===== src/rtl/nmr_pkg.sv =====
`default_nettype none
// ============================================================================
//  Module      : nmr_pkg
//  Description : Shared constants and helper functions for the NMR voter
//                (population count and per-bit majority vote with tie rule).
//  Revision    : 1.0 - initial release
// ============================================================================
package nmr_pkg;

    // Largest supported replica count; helper functions work on this width
    localparam int MAX_N                 = 16;

    // Default parameter values for the voter
    localparam int DEFAULT_N             = 8;
    localparam int DEFAULT_WIDTH         = 32;
    localparam int DEFAULT_CNT_W         = 4;
    localparam int DEFAULT_RETIRE_THRESH = 3;
    localparam int DEFAULT_CONSEC        = 0;
    localparam int DEFAULT_MIN_ACTIVE    = 3;

    // Number of set bits in a replica-wide vector
    function automatic logic [4:0] popcount(input logic [MAX_N-1:0] v);
        logic [4:0] c;
        c = '0;
        for (int i = 0; i < MAX_N; i++) begin
            c = c + {4'b0000, v[i]};
        end
        return c;
    endfunction

    // Majority of the masked bits; a tie takes the lowest-index active bit,
    // and an empty mask yields 0 (tie with no active replica).
    function automatic logic vote_bit(input logic [MAX_N-1:0] bits,
                                      input logic [MAX_N-1:0] mask);
        logic [4:0] ones;
        logic [4:0] zeros;
        logic       tie_bit;
        logic       found;
        ones    = popcount(bits & mask);
        zeros   = popcount(~bits & mask);
        tie_bit = 1'b0;
        found   = 1'b0;
        for (int i = 0; i < MAX_N; i++) begin
            if (mask[i] && !found) begin
                tie_bit = bits[i];
                found   = 1'b1;
            end
        end
        if (ones > zeros) begin
            return 1'b1;
        end else if (zeros > ones) begin
            return 1'b0;
        end
        return tie_bit;
    endfunction

endpackage : nmr_pkg
`default_nettype wire


===== src/rtl/nmr_replica_tracker.sv =====
`default_nettype none
// ============================================================================
//  Module      : nmr_replica_tracker
//  Description : Fault counter and active flag for one replica. Retires the
//                replica once its counter reaches the threshold.
//  Revision    : 1.0 - initial release
// ============================================================================
module nmr_replica_tracker
    import nmr_pkg::*;
#(
    parameter int CNT_W         = DEFAULT_CNT_W,
    parameter int RETIRE_THRESH = DEFAULT_RETIRE_THRESH,
    parameter int CONSEC        = DEFAULT_CONSEC
) (
    input  logic             clk,
    input  logic             reset,
    input  logic             sample,
    input  logic             mismatch,
    input  logic             reinstate,
    output logic             active,
    output logic             active_next,
    output logic [CNT_W-1:0] count
);

    localparam logic [CNT_W-1:0] C_THRESH = CNT_W'(RETIRE_THRESH);
    localparam logic [CNT_W-1:0] C_MAX    = {CNT_W{1'b1}};

    logic             r_active;
    logic [CNT_W-1:0] r_count;
    logic             w_active_next;
    logic [CNT_W-1:0] w_count_next;
    logic [CNT_W-1:0] w_inc;

    // Next counter/flag: reinstate wins; retired replicas are frozen
    always_comb begin
        w_inc         = (r_count == C_MAX) ? r_count : r_count + CNT_W'(1);
        w_active_next = r_active;
        w_count_next  = r_count;
        if (reinstate) begin
            w_active_next = 1'b1;
            w_count_next  = '0;
        end else if (sample && r_active) begin
            if (mismatch) begin
                w_count_next = w_inc;
                if (w_inc >= C_THRESH) begin
                    w_active_next = 1'b0;
                end
            end else if (CONSEC != 0) begin
                w_count_next = '0;
            end
        end
    end

    // State register with synchronous active-low reset
    always_ff @(posedge clk) begin
        if (!reset) begin
            r_active <= 1'b1;
            r_count  <= '0;
        end else begin
            r_active <= w_active_next;
            r_count  <= w_count_next;
        end
    end

    assign active      = r_active;
    assign active_next = w_active_next;
    assign count       = r_count;

endmodule : nmr_replica_tracker
`default_nettype wire


===== src/rtl/nmr_vote_unit.sv =====
`default_nettype none
// ============================================================================
//  Module      : nmr_vote_unit
//  Description : N-modular-redundant voter with per-replica fault tracking,
//                replica retirement and a sticky fatal flag.
//  Revision    : 1.0 - initial release
// ============================================================================
module nmr_vote_unit
    import nmr_pkg::*;
#(
    parameter int N             = DEFAULT_N,
    parameter int WIDTH         = DEFAULT_WIDTH,
    parameter int CNT_W         = DEFAULT_CNT_W,
    parameter int RETIRE_THRESH = DEFAULT_RETIRE_THRESH,
    parameter int CONSEC        = DEFAULT_CONSEC,
    parameter int MIN_ACTIVE    = DEFAULT_MIN_ACTIVE
) (
    input  logic                 clk,
    input  logic                 reset,
    input  logic                 in_valid,
    input  logic [N*WIDTH-1:0]   replica_data,
    input  logic [N-1:0]         reinstate,
    output logic                 out_valid,
    output logic [WIDTH-1:0]     out_data,
    output logic [N-1:0]         mismatch,
    output logic [N-1:0]         active_mask,
    output logic [N*CNT_W-1:0]   fault_count,
    output logic                 fatal
);

    logic [N-1:0]       w_active;
    logic [N-1:0]       w_active_nx;
    logic [MAX_N-1:0]   w_mask_ext;
    logic [MAX_N-1:0]   w_mask_nx_ext;
    logic [WIDTH-1:0]   w_vote;
    logic [N-1:0]       w_mis;
    logic               w_fatal_trip;

    logic               r_out_valid;
    logic [WIDTH-1:0]   r_out_data;
    logic [N-1:0]       r_mismatch;
    logic               r_fatal;

    // Widen current and next active masks to the helper-function width
    always_comb begin
        w_mask_ext             = '0;
        w_mask_nx_ext          = '0;
        w_mask_ext[N-1:0]      = w_active;
        w_mask_nx_ext[N-1:0]   = w_active_nx;
    end

    assign w_fatal_trip = int'(popcount(w_mask_nx_ext)) < MIN_ACTIVE;

    // Per-bit vote over the currently active replicas
    for (genvar b = 0; b < WIDTH; b++) begin : g_bit
        logic [MAX_N-1:0] w_col;
        // Gather bit b of every replica into one column
        always_comb begin
            w_col = '0;
            for (int i = 0; i < N; i++) begin
                w_col[i] = replica_data[i*WIDTH + b];
            end
        end
        assign w_vote[b] = vote_bit(w_col, w_mask_ext);
    end

    // Per-replica disagreement detection and fault tracking
    for (genvar i = 0; i < N; i++) begin : g_rep
        assign w_mis[i] = w_active[i] & (replica_data[i*WIDTH +: WIDTH] != w_vote);

        nmr_replica_tracker #(
            .CNT_W         (CNT_W),
            .RETIRE_THRESH (RETIRE_THRESH),
            .CONSEC        (CONSEC)
        ) u_tracker (
            .clk         (clk),
            .reset       (reset),
            .sample      (in_valid),
            .mismatch    (w_mis[i]),
            .reinstate   (reinstate[i]),
            .active      (w_active[i]),
            .active_next (w_active_nx[i]),
            .count       (fault_count[i*CNT_W +: CNT_W])
        );
    end

    // Registered vote result, mismatch vector and sticky fatal flag
    always_ff @(posedge clk) begin
        if (!reset) begin
            r_out_valid <= 1'b0;
            r_out_data  <= '0;
            r_mismatch  <= '0;
            r_fatal     <= 1'b0;
        end else begin
            r_out_valid <= in_valid;
            r_mismatch  <= in_valid ? w_mis : '0;
            if (in_valid) begin
                r_out_data <= w_vote;
            end
            if (w_fatal_trip) begin
                r_fatal <= 1'b1;
            end
        end
    end

    assign out_valid   = r_out_valid;
    assign out_data    = r_out_data;
    assign mismatch    = r_mismatch;
    assign active_mask = w_active;
    assign fatal       = r_fatal;

endmodule : nmr_vote_unit
`default_nettype wire


===== config.mk =====
export PLATFORM = sky130hd
export DESIGN_NAME = nmr_vote_unit
export DESIGN_NICKNAME = d
export VERILOG_FILES = /design/src/rtl/nmr_pkg.sv /design/src/rtl/nmr_replica_tracker.sv /design/src/rtl/nmr_vote_unit.sv
export SDC_FILE = /design/constraint.sdc
export NUM_CORES = 1
export LEC_CHECK = 0
export ABC_CLOCK_PERIOD_IN_PS = 26300
export BUFFER_PORTS_ARGS = -buffer_cell sky130_fd_sc_hd__buf_2
export CAP_MARGIN = 30
export CELL_PAD_IN_SITES_DETAIL_PLACEMENT = 1
export CELL_PAD_IN_SITES_GLOBAL_PLACEMENT = 1
export CORE_AREA = 5 5 259 261
export DETAILED_ROUTE_END_ITERATION = 10
export DIE_AREA = 0 0 264 266
export GPL_TIMING_DRIVEN = 0
export PLACE_DENSITY = 0.76
export SETUP_SLACK_MARGIN = 0.02
export SLEW_MARGIN = 20
export SYNTH_ARGS = -nofsm -noshare
export SYNTH_HDL_FRONTEND = slang
export SYNTH_SLANG_ARGS = --single-unit

===== constraint.sdc =====
create_clock -name clk -period 26.3 [get_ports clk]
set_input_delay 1.315 -clock clk [delete_from_list [all_inputs] [get_ports clk]]
set_output_delay 1.315 -clock clk [all_outputs]
set_load 0.05 [all_outputs]

=== After elaboration in Yosys (flattened, before gate mapping) ===
Index checks and enable logic that the tools add are counted.

* Output and inout port bits: 82
* Bits in registers: 82
* Input bits: 267
* Logic and storage cells: 1,691

* Reduce and logical (&&, ||, !) cells: 39
* Equality and inequality tests: 16
* Order comparisons: 73
* Add/subtract/negate cells: 975
* Bitwise logic cells: 105
* Muxes and demuxes: 463

{| class="wikitable"
|+ Operators by type and width
! cell !! number
|-
| $add A5 B1 Y5 || 451
|-
| $add A5 B1 Y5 const B || 256
|-
| $and A16 B8 Y16 || 32
|-
| $not A8 Y16 || 32
|-
| $mux W1 || 455
|-
| $add A4 B1 Y5 || 65
|-
| $gt A5 B5 Y1 || 64
|-
| $add A3 B1 Y4 || 65
|-
| $and A8 B8 Y8 || 32
|-
| $ne A32 B32 Y1 || 8
|-
| $add A2 B1 Y3 || 65
|-
| $add A1 B1 Y2 || 65
|-
| $add A4 B1 Y4 const B || 8
|-
| $eq A4 B4 Y1 const B || 8
|-
| $ge A4 B2 Y1 const B || 8
|-
| $mux W4 || 8
|-
| $reduce_and A2 Y1 || 9
|-
| $reduce_or A2 Y1 || 8
|-
| $logic_and A1 B1 Y1 || 15
|-
| $and A1 B1 Y1 || 8
|-
| $logic_not A1 Y1 || 7
|-
| $lt A5 B2 Y1 const B || 1
|-
| $not A1 Y1 || 1
|}

=== Logic depth before layout (Yosys ltp) ===
Gate-level depths: netlist of run 1.

* Word-level depth: 36
* Depth in mapped cells: 41
* Depth with buffers taken out: 35

=== By module ===
From an unflattened synthesis of run 1, not the netlist that was laid out.

* Cells, all modules: 3,948
* Area total of the unflattened synthesis: 30,090.1 µm²

{| class="wikitable"
|+ Modules (own cells, without submodules)
! module !! area each (µm²) !! seq. area each (µm²) !! cells an instance !! instances
|-
| nmr_vote_unit || 27,848.0 || 840.8 || 3,684 || 1
|-
| nmr_replica_tracker || 280.3 || 100.1 || 33 || 8
|}

=== Worst setup path before layout of run 1 ===
OpenSTA, ideal clock, no wires.

* Path type: input port to flip-flop
* From: input port replica_data[2]
* To: register r_fatal (netlist: fatal)
* Required time: 26.172 ns
* Setup slack: 17.738 ns
* Stages on the path: 29
* Setup time: 0.128 ns
* Arrival: 8.434 ns
* Path through: and2_1 fa_1 inv_1 fa_1 fa_1 inv_1 ha_1 inv_1 fa_1 ha_1 nor2b_1 o21a_1 o21a_1 o21ai_0 nor2_4 xnor2_1 or4_1 o41ai_4 o21ai_0 nor2b_1 fa_1 inv_1 fa_1 ha_1 inv_1 fa_1 nand2b_1 a21oi_1 nor2_1

* Word-level cells in the longest chain between the ends: 34

{| class="wikitable"
|+ RTL lines
! what !! line !! text
|-
| start: declaration || nmr_vote_unit.sv:21 || <nowiki>input logic [N*WIDTH-1:0] replica_data,</nowiki>
|-
| $not A8 Y16 || nmr_pkg.sv:40 || <nowiki>zeros = popcount(~bits & mask);</nowiki>
|-
| $and A16 B8 Y16 || nmr_pkg.sv:40 ||
|-
| $add A1 B1 Y2 || nmr_pkg.sv:26 || <nowiki>c = c + {4'b0000, v[i]};</nowiki>
|-
| $add A2 B1 Y3 || nmr_pkg.sv:26 ||
|-
| $add A3 B1 Y4 || nmr_pkg.sv:26 ||
|-
| $add A4 B1 Y5 || nmr_pkg.sv:26 ||
|-
| $add A5 B1 Y5 (11 in a row) || nmr_pkg.sv:26 ||
|-
| $gt A5 B5 Y1 || nmr_pkg.sv:51 || <nowiki>end else if (zeros > ones) begin</nowiki>
|-
| [7 not listed] || n/a ||
|-
| $mux W1 || nmr_replica_tracker.sv:39 || <nowiki>if (reinstate) begin</nowiki>
|-
| $add A1 B1 Y2 || nmr_pkg.sv:26 ||
|-
| $add A2 B1 Y3 || nmr_pkg.sv:26 ||
|-
| $add A3 B1 Y4 || nmr_pkg.sv:26 ||
|-
| $add A4 B1 Y5 || nmr_pkg.sv:26 ||
|-
| $add A5 B1 Y5 (2 in a row) || nmr_pkg.sv:26 ||
|-
| $add A5 B1 Y5 * || nmr_pkg.sv:26 ||
|-
| $lt A5 B2 Y1 * || nmr_vote_unit.sv:52 || <nowiki>assign w_fatal_trip = int'(popcount(w_mask_nx_ext)) < MIN_ACTIVE;</nowiki>
|-
| end signal: assignment || nmr_vote_unit.sv:93 || <nowiki>r_fatal <= 1'b0;</nowiki>
|-
| end signal: assignment || nmr_vote_unit.sv:101 || <nowiki>r_fatal <= 1'b1;</nowiki>
|-
| end: declaration || nmr_vote_unit.sv:42 || <nowiki>logic r_fatal;</nowiki>
|}

Mark *: on every way between the ends. The rest lies on a longest branch, timed or not.
A chain may end at the register's enable or synchronous reset.

=== Final worst setup path of run 1 ===
* From: register g_rep[6].u_tracker.r_active
* To: register r_fatal (netlist: fatal)

* Word-level cells in the longest chain between the ends: 28

{| class="wikitable"
|+ RTL lines
! what !! line !! text
|-
| start: declaration || nmr_replica_tracker.sv:28 || <nowiki>logic r_active;</nowiki>
|-
| start signal: assignment || nmr_replica_tracker.sv:60 || <nowiki>r_active <= w_active_next;</nowiki>
|-
| $and A16 B8 Y16 / $and A8 B8 Y8 (equally long branches) || nmr_pkg.sv:40, nmr_pkg.sv:39 ||
|-
| $add A5 B1 Y5 (10 in a row) || nmr_pkg.sv:26 ||
|-
| $gt A5 B5 Y1 || nmr_pkg.sv:51 ||
|-
| $mux W1 || nmr_pkg.sv:51 ||
|-
| $mux W1 || nmr_pkg.sv:49 || <nowiki>if (ones > zeros) begin</nowiki>
|-
| $mux W1 || nmr_pkg.sv:54 || <nowiki>return tie_bit;</nowiki>
|-
| $ne A32 B32 Y1 * || nmr_vote_unit.sv:69 || <nowiki>assign w_mis[i] = w_active[i] & (replica_data[i*WIDTH +: WIDTH] != w_vote);</nowiki>
|-
| $and A1 B1 Y1 * || nmr_vote_unit.sv:69 ||
|-
| [2 not listed] || n/a ||
|-
| $mux W1 * || nmr_replica_tracker.sv:39 ||
|-
| via g_rep[1].u_tracker.active_next || nmr_replica_tracker.sv:21 || <nowiki>output logic active_next,</nowiki>
|-
| $add A1 B1 Y2 * || nmr_pkg.sv:26 ||
|-
| $add A2 B1 Y3 * || nmr_pkg.sv:26 ||
|-
| $add A3 B1 Y4 * || nmr_pkg.sv:26 ||
|-
| $add A4 B1 Y5 * || nmr_pkg.sv:26 ||
|-
| $add A5 B1 Y5 * (3 in a row) || nmr_pkg.sv:26 ||
|-
| $lt A5 B2 Y1 * || nmr_vote_unit.sv:52 ||
|}

Mark *: on every way through the listed nets, which the timed path passes. The rest lies on a longest branch.

==> metrics.txt, run 1 <==
DR WL/cell about 31 um; DRT Pass-1 Iters 6; Max Freq roughly 80 MHz; Clock Root Buffer clkbuf_16; PD cells ~95 nW/um^2; Fin. Hold Viols 0; class of the worst hold path reg2reg; CTS hold repair buffers 0; GR Overflow Total 0; clk slew on worst S/H paths approximately 110 ps; Final period util a little under half; Final Util between 40 and 50%; final layout net count between 4000 and 5000; Starting Density 39.8%; Top FF cell, synth dfxtp_1; Synth Register Bits between 80 and 90; commonest non-fill, non-tap cell in the layout inv_1; Die H around 270 um; synth unique cells between 80 and 90; H-tree depth 3; Worst Path Buf+Inv 11; final wirelength approximately 140 mm; Cells after Synth ~3200; io pins 349; Slew @ Worst Pin 1260 ps; synth-to-layout area growth 13.7%; Hold Startpoint out_data[13]$_SDFFE_PN0P_; CP dominant cell by count fa_1; largest delay contributor family on the critical path buffers and inverters; RR Startpoint g_rep[6].u_tracker.active$_SDFF_PN1_; kind of critical path reg2reg; Setup-failing EPs final 0; CP max-delay cell clkbuf_1; number of synthesized flops with an enable pin 0; DRC Markers 0; fin crit period around 12000 ps; Vias/cell slightly above 6; via count around 27000; Clock Tree Buf Depth 2; crit path from g_rep[6].u_tracker.active$_SDFF_PN1_; Yosys warnings 0; RSZ-0062 raised after global routing no; Die X-Extent approximately 260 um; status finished, final reports clean; layout cells sized above 1 14.8%; endpoint class of the critical path flip-flop; worst slack, placed 13680 ps; first-pass GRT wire length slightly below 200 mm; ANT nets after route 0; critical path peak fanout 10; Initial DRC Count between 2000 and 3000; final setup skew between 30 and 40 ps; global-route usage over all layers roughly 38%; Synth area leaders fa_1 (20%), ha_1 (16%), xor2_1 (8.5%); Synth Area per Inst approximately 8 um^2; vias in the first global route ~28000; Critical Path RT approximately 27000 ps; FP Rows slightly above 90; Leakage ~14 nW; Clock Latency Late Sink 410 ps; largest net degree at the start of global routing 17; initial antenna violation count 10; Slew headroom between 10% and 20%; crit-path max cell delay slightly below 900 ps; DIE AREA 70200 um^2; floorplan core area about 64000 um^2; leading area contributor after synthesis fa_1; Final Worst Setup Slack approximately 14000 ps; Synthesized Nets 4050; Max-Cap Viols 0; Port Buffers between 300 and 400; gpl congestion between 1 and 1.5; Resized cells post-CTS 0; sequential element share of the synthesized area 6.43%; HPWL Detailed approximately 110 mm; CTS tree built; TritonCTS sink count just over 80; Mapped Area around 26000 um^2; maximum vdd ir drop a little over 0.00004 V; final setup TNS 0 ps; Async SR Flop Fraction 0%; commonest non-fill, non-tap cells in the layout inv_1 (465), buf_2 (380), ha_1 (331), nand2_1 (277), fa_1 (260); Slew Limit Fails 0; # Post-CTS Setup Buffers 0; area fraction of the dominant cell type after synthesis between 20% and 30%; CP arrival between 10000 and 15000 ps; CTS buffer count 9; crit start category flip-flop
layer usage:
| metal | wire, um | up-vias | track usage, % | part of all wire (%) |
|---|---|---|---|---|
| li1 | - | 11400 | - | - |
| met1 | 53200 | 13500 | 47.7 | 38 |
| met2 | 61500 | 1684 | 60.8 | 44 |
| met3 | 14200 | 482 | 8.58 | 10 |
| met4 | 9850 | 2 | 20.9 | 7.1 |
| met5 | 7 | - | 0 | 0.0050 |
worst register-to-register path: cells and delay by family (launching register included):
kind / cells / cell delay [ps]
buffers and inverters: 11 / 3910
AOI/OAI and AO/OA: 4 / 1380
xor gates and xnor gates: 1 / 320
DFF: 1 / 430
and+or+nand+nor: 8 / 2450
adders and majority gates: 10 / 3830
flip-flops by register name (all words and copies together) (netlist names):
name	count
out_data	32
g_rep.u_tracker.count	32
out_valid	1
mismatch	8
g_rep.u_tracker.active	8
fatal	1
power breakdown:
part	total [W]	internal, W	switching (W)
clock	0.000163	0.0000856	0.0000775
sequential	0.000158	0.000143	0.0000148
combinational	0.00242	0.000784	0.00164
logic make-up after synthesis:
| group | Yosys count | synth area share (%) |
|---|---|---|
| compound gates | 515 | 14.7 |
| xor+xnor | 295 | 10.1 |
| fa+ha+maj | 591 | 36.6 |
| buf+inv | 595 | 9.27 |
| flops | 82 | 6.43 |
| mux | 1 | 0.0392 |
| simple gates | 1113 | 22.8 |
cells in the mapped netlist, types with 5 or more instances:
cell type and instances:
a21oi_1 117, nand4b_1 8, xor2_1 247, buf_6 6, nand4_1 54, fa_1 260
nor2_1 167, inv_1 465, o211ai_1 14, a211oi_2 9, nand3b_1 5, buf_1 12
a21boi_0 5, xnor2_1 48, and2_1 106, o31ai_1 12, nand3_1 56, or2_2 7
dfxtp_1 82, or3_1 40, ha_1 331, a211oi_1 47, a31o_2 5, nor2b_1 109
a21o_1 38, or4_1 13, o311ai_0 6, o21ai_0 82, o211ai_2 19, nand2_1 277
clkbuf_1 68, buf_4 14, a31oi_1 24, and3_1 12, a32o_1 23, a2111oi_0 11
buf_2 28, nand2b_1 140, o21a_1 40, nor4_1 38, nor3_1 60
path summary, 6_finish.rpt:
check	depth (start not counted)	slack, ps	to
max	34	13850	fatal$_SDFFE_PN0N_
min	2	490	out_data[13]$_SDFFE_PN0P_
max reg2reg	34	13850	fatal$_SDFFE_PN0N_
min reg2reg	2	490	out_data[13]$_SDFFE_PN0P_
area by class of cell:
cell class | instances | area, um^2
fill | 8092 | 35200
inverter | 467 | 1750
multi-input combinational | 2515 | 21500
buffer | 128 | 631
clock buffer | 9 | 225
antenna | 3 | 7.51
timing repair buffer | 377 | 2060
sequential | 82 | 1640
tap | 855 | 1070
clock inverter | 7 | 106
stage by stage:
stage / hold WS, ps / power [W] / std cells / cell area, um^2
CTS: 487 / 0.00267 / 4431 / 28900
floorplan: 690 / 0.00165 / 3192 / 25500
detailed placement: 475 / 0.00249 / 4415 / 28600
finish: 486 / 0.00275 / 4443 / 29000
global route: 503 / 0.00289 / 4441 / 29000
global placement: 466 / 0.00243 / 4395 / 28300
Power figures use the tool's default switching activity.
==> run 2, diff against run 1 <==
--- a/config.mk
+++ b/config.mk
@@ -5,16 +5,17 @@
 export SDC_FILE = /design/constraint.sdc
 export NUM_CORES = 1
 export LEC_CHECK = 0
-export ABC_CLOCK_PERIOD_IN_PS = 26300
+export ABC_AREA = 1
+export ABC_CLOCK_PERIOD_IN_PS = 10200
 export BUFFER_PORTS_ARGS = -buffer_cell sky130_fd_sc_hd__buf_2
 export CAP_MARGIN = 30
 export CELL_PAD_IN_SITES_DETAIL_PLACEMENT = 1
 export CELL_PAD_IN_SITES_GLOBAL_PLACEMENT = 1
-export CORE_AREA = 5 5 259 261
+export CORE_AREA = 5 5 277 279
 export DETAILED_ROUTE_END_ITERATION = 10
-export DIE_AREA = 0 0 264 266
+export DIE_AREA = 0 0 282 284
 export GPL_TIMING_DRIVEN = 0
-export PLACE_DENSITY = 0.76
+export PLACE_DENSITY = 0.8
 export SETUP_SLACK_MARGIN = 0.02
 export SLEW_MARGIN = 20
 export SYNTH_ARGS = -nofsm -noshare
==> constraint.sdc (replaced) <==
create_clock -name clk -period 10.2 [get_ports clk]
set_input_delay 0.51 -clock clk [delete_from_list [all_inputs] [get_ports clk]]
set_output_delay 0.51 -clock clk [all_outputs]
set_load 0.05 [all_outputs]
==> metrics.txt, run 2 <==
Synth area leaders nand2_1 (21%), fa_1 (19%), ha_1 (15%); TritonCTS sink count 82 (unchanged); post-route standard cell area excluding fillers 31700 um^2 (+9.1%); Slew headroom 22.0% (+6.7 points); crit path from g_rep[0].u_tracker.active$_SDFF_PN1_; Power, Total 0.00888 W (+220%); sequential element share of the synthesized area 5.89% (-0.53 points); final setup TNS 0 ps (unchanged); commonest non-fill, non-tap cell in the layout nand2_1; Simple-Gate Fraction of Synth Area 37.8% (+15 points); Port Buffers 347 (-0.29%); synth unique cells 42 (-52%); status finished, final reports clean; Leakage 20.1 nW (+38%); Vias/cell 5.50 (-9.9%); class of the worst hold path in2reg; initial antenna violation count 24 (+14); top-count cell post-synth nand2_1; post-synthesis adder-cell area fraction 33.6% (-3.0 points); Critical Path RT 10530 ps (-16030 ps); PD cells 280 nW/um^2 (+200%); DR WL/cell 24.9 um (-20%); clk slew on worst S/H paths 70 ps (-40 ps); post-synthesis mux area share 0% (-0.039 points); Synth Area per Inst 6.00 um^2 (-25%); Die X-Extent 282 um (+6.8%); fin crit period 9970 ps (-2480 ps); most frequent cells after synthesis nand2_1 (1543), inv_1 (992), nor2_1 (415); DRC Markers 0 (unchanged); leading area contributor after synthesis nand2_1; kind of critical path reg2reg; Starting Density 37.7% (-2.1 points); maximum vdd ir drop 0.000123 V (+200%); final wirelength 150 mm (+8.3%); Die H 284 um (+6.8%); Final Worst Setup Slack 231 ps (-13620 ps); area fraction of the dominant cell type after synthesis 20.8% (+0.41 points); Compound-Gate Fraction of Synth Area 4.80% (-9.9 points); Synth Register Bits 82 (unchanged); Cell Area, Placed 31100 um^2 (+8.8%); Hold WS 360 ps (-125 ps); largest family of logic cells by synthesized area simple AND/OR/NAND/NOR gates; Top FF cell, synth dfxtp_1; Synthesized Nets 5497 (+36%); H-tree depth 3 (unchanged); Yosys warnings 0 (unchanged); RSZ-0062 raised after global routing no; Setup-failing EPs final 0 (unchanged); number of synthesized flops with an enable pin 0 (unchanged); floorplan core area 73900 um^2 (+15%); Mapped Area 27800 um^2 (+9.1%); DIE AREA 80100 um^2 (+14%); RR Startpoint g_rep[0].u_tracker.active$_SDFF_PN1_; Hold Startpoint reinstate[7]; CP arrival 10300 ps (-2410 ps); worst slack, placed -343 ps (-14020 ps); CTS tree built; vias in the first global route 33000 (+19%); crit start category flip-flop; HPWL Detailed 124 mm (+8.8%); final setup skew 23.3 ps (-8.83 ps); FP Rows 100 (+7.5%); Fin. Hold Viols 0 (unchanged); global-route usage over all layers 36.4% (-1.6 points); Cells after Synth 4639 (+45%); Clock Root Buffer clkbuf_16; post-synthesis xor/xnor area fraction 2.33% (-7.8 points); Clock Latency Late Sink 400 ps (about the same); Max-Cap Viols 0 (unchanged); synth-to-layout area growth 13.8% (about the same); endpoint class of the critical path flip-flop; largest net degree at the start of global routing 16 (-1); critical path peak fanout 12 (+2); DRT Pass-1 Iters 7 (+1); CP max-delay cell fa_1; io pins 349 (unchanged); Async SR Flop Fraction 0% (unchanged); CTS hold repair buffers 0 (unchanged); CTS buffer count 9 (unchanged); crit-path max cell delay 560 ps (-320 ps); Worst Path Buf+Inv 11 (unchanged); commonest non-fill, non-tap cells in the layout nand2_1 (1543), inv_1 (992), nor2_1 (415), buf_2 (384), nand3_1 (371); GR Overflow Total 0 (unchanged); ANT nets after route 0 (unchanged); Max Freq 100 MHz (+25%); final layout net count 5895 (+33%); gpl congestion 1.07 (+4.0%); Clock Tree Buf Depth 2 (unchanged); Final period util 97.7% (+50 points); Initial DRC Count 3154 (+11%); CP dominant cell by count fa_1; Slew Limit Fails 0 (unchanged); largest delay contributor family on the critical path adder cells; via count 33200 (+22%); first-pass GRT wire length 215 mm (+11%); Slew @ Worst Pin 1170 ps (-88.4 ps); layout cells sized above 1 11.5% (-3.2 points)
==> run 2: where the power goes <==
part / switching [W] / total, W / internal [W]
Sequential: 0.0000394 / 0.000418 / 0.000378
Combinational: 0.00567 / 0.00807 / 0.00241
Clock: 0.000187 / 0.000387 / 0.000200
==> run 2: cell type report <==
cell class | count | area (um^2)
Tap cell | 969 | 1210
Fill cell | 10300 | 42300
Sequential cell | 82 | 1640
Clock buffer | 10 | 239
Clock inverter | 6 | 73.8
Multi-Input combinational cell | 3428 | 21900
Timing Repair Buffer | 390 | 2150
Buffer | 122 | 611
Antenna cell | 20 | 50.0
Inverter | 1004 | 3770
==> run 2: what timing repair did <==
item                                    4_1_cts  5_1_grt
endpoints found under the setup margin        1        1
setup buffers                                 4       13
pin swaps                                     4        5
resized for setup                             6       23
==> run 2: path summary, 6_finish.rpt <==
| path | to | slack (ps) | cells past startpoint |
|---|---|---|---|
| setup reg to reg | fatal$_SDFFE_PN0N_ | 230 | 39 |
| hold reg to reg | out_data[17]$_SDFFE_PN0P_ | 500 | 2 |
| setup / recovery | fatal$_SDFFE_PN0N_ | 230 | 39 |
| hold / removal | g_rep[7].u_tracker.active$_SDFF_PN1_ | 360 | 3 |
==> run 2: layer usage <==
metal | routed length, um | up-vias | GRT usage, %
met1 | 57600 | 16200 | 46.4
met3 | 15800 | 450 | 6.95
li1 | - | 14800 | -
met2 | 66300 | 1741 | 58.4
met4 | 10600 | 12 | 19.0
met5 | 81 | - | 0.0611
==> run 2: worst register-to-register path, delay by kind of cell, from the launching register on <==
kind | cells | cell delay (ps)
and+or+nand+nor | 12 | 1550
buffers and inverters | 11 | 2170
adders and majority gates | 11 | 4680
DFF | 1 | 390
AOI/OAI and AO/OA | 4 | 980
xor gates and xnor gates | 1 | 160
==> run 2: logic make-up after synthesis <==
group	count (synthesis)
buffers and inverters	1129
DFF	82
xor gates and xnor gates	74
AOI/OAI and AO/OA	241
and+or+nand+nor	2522
adders and majority gates	591
==> run 2: stage by stage <==
| step | utilization [%] | std cells |
|---|---|---|
| final | 42.8 | 6031 |
| after global placement | 41.6 | 5955 |
| after floorplan | - | 4639 |
| after global routing | 42.8 | 6016 |
| after CTS | 42.5 | 5998 |
| after detailed placement | 42.1 | 5978 |
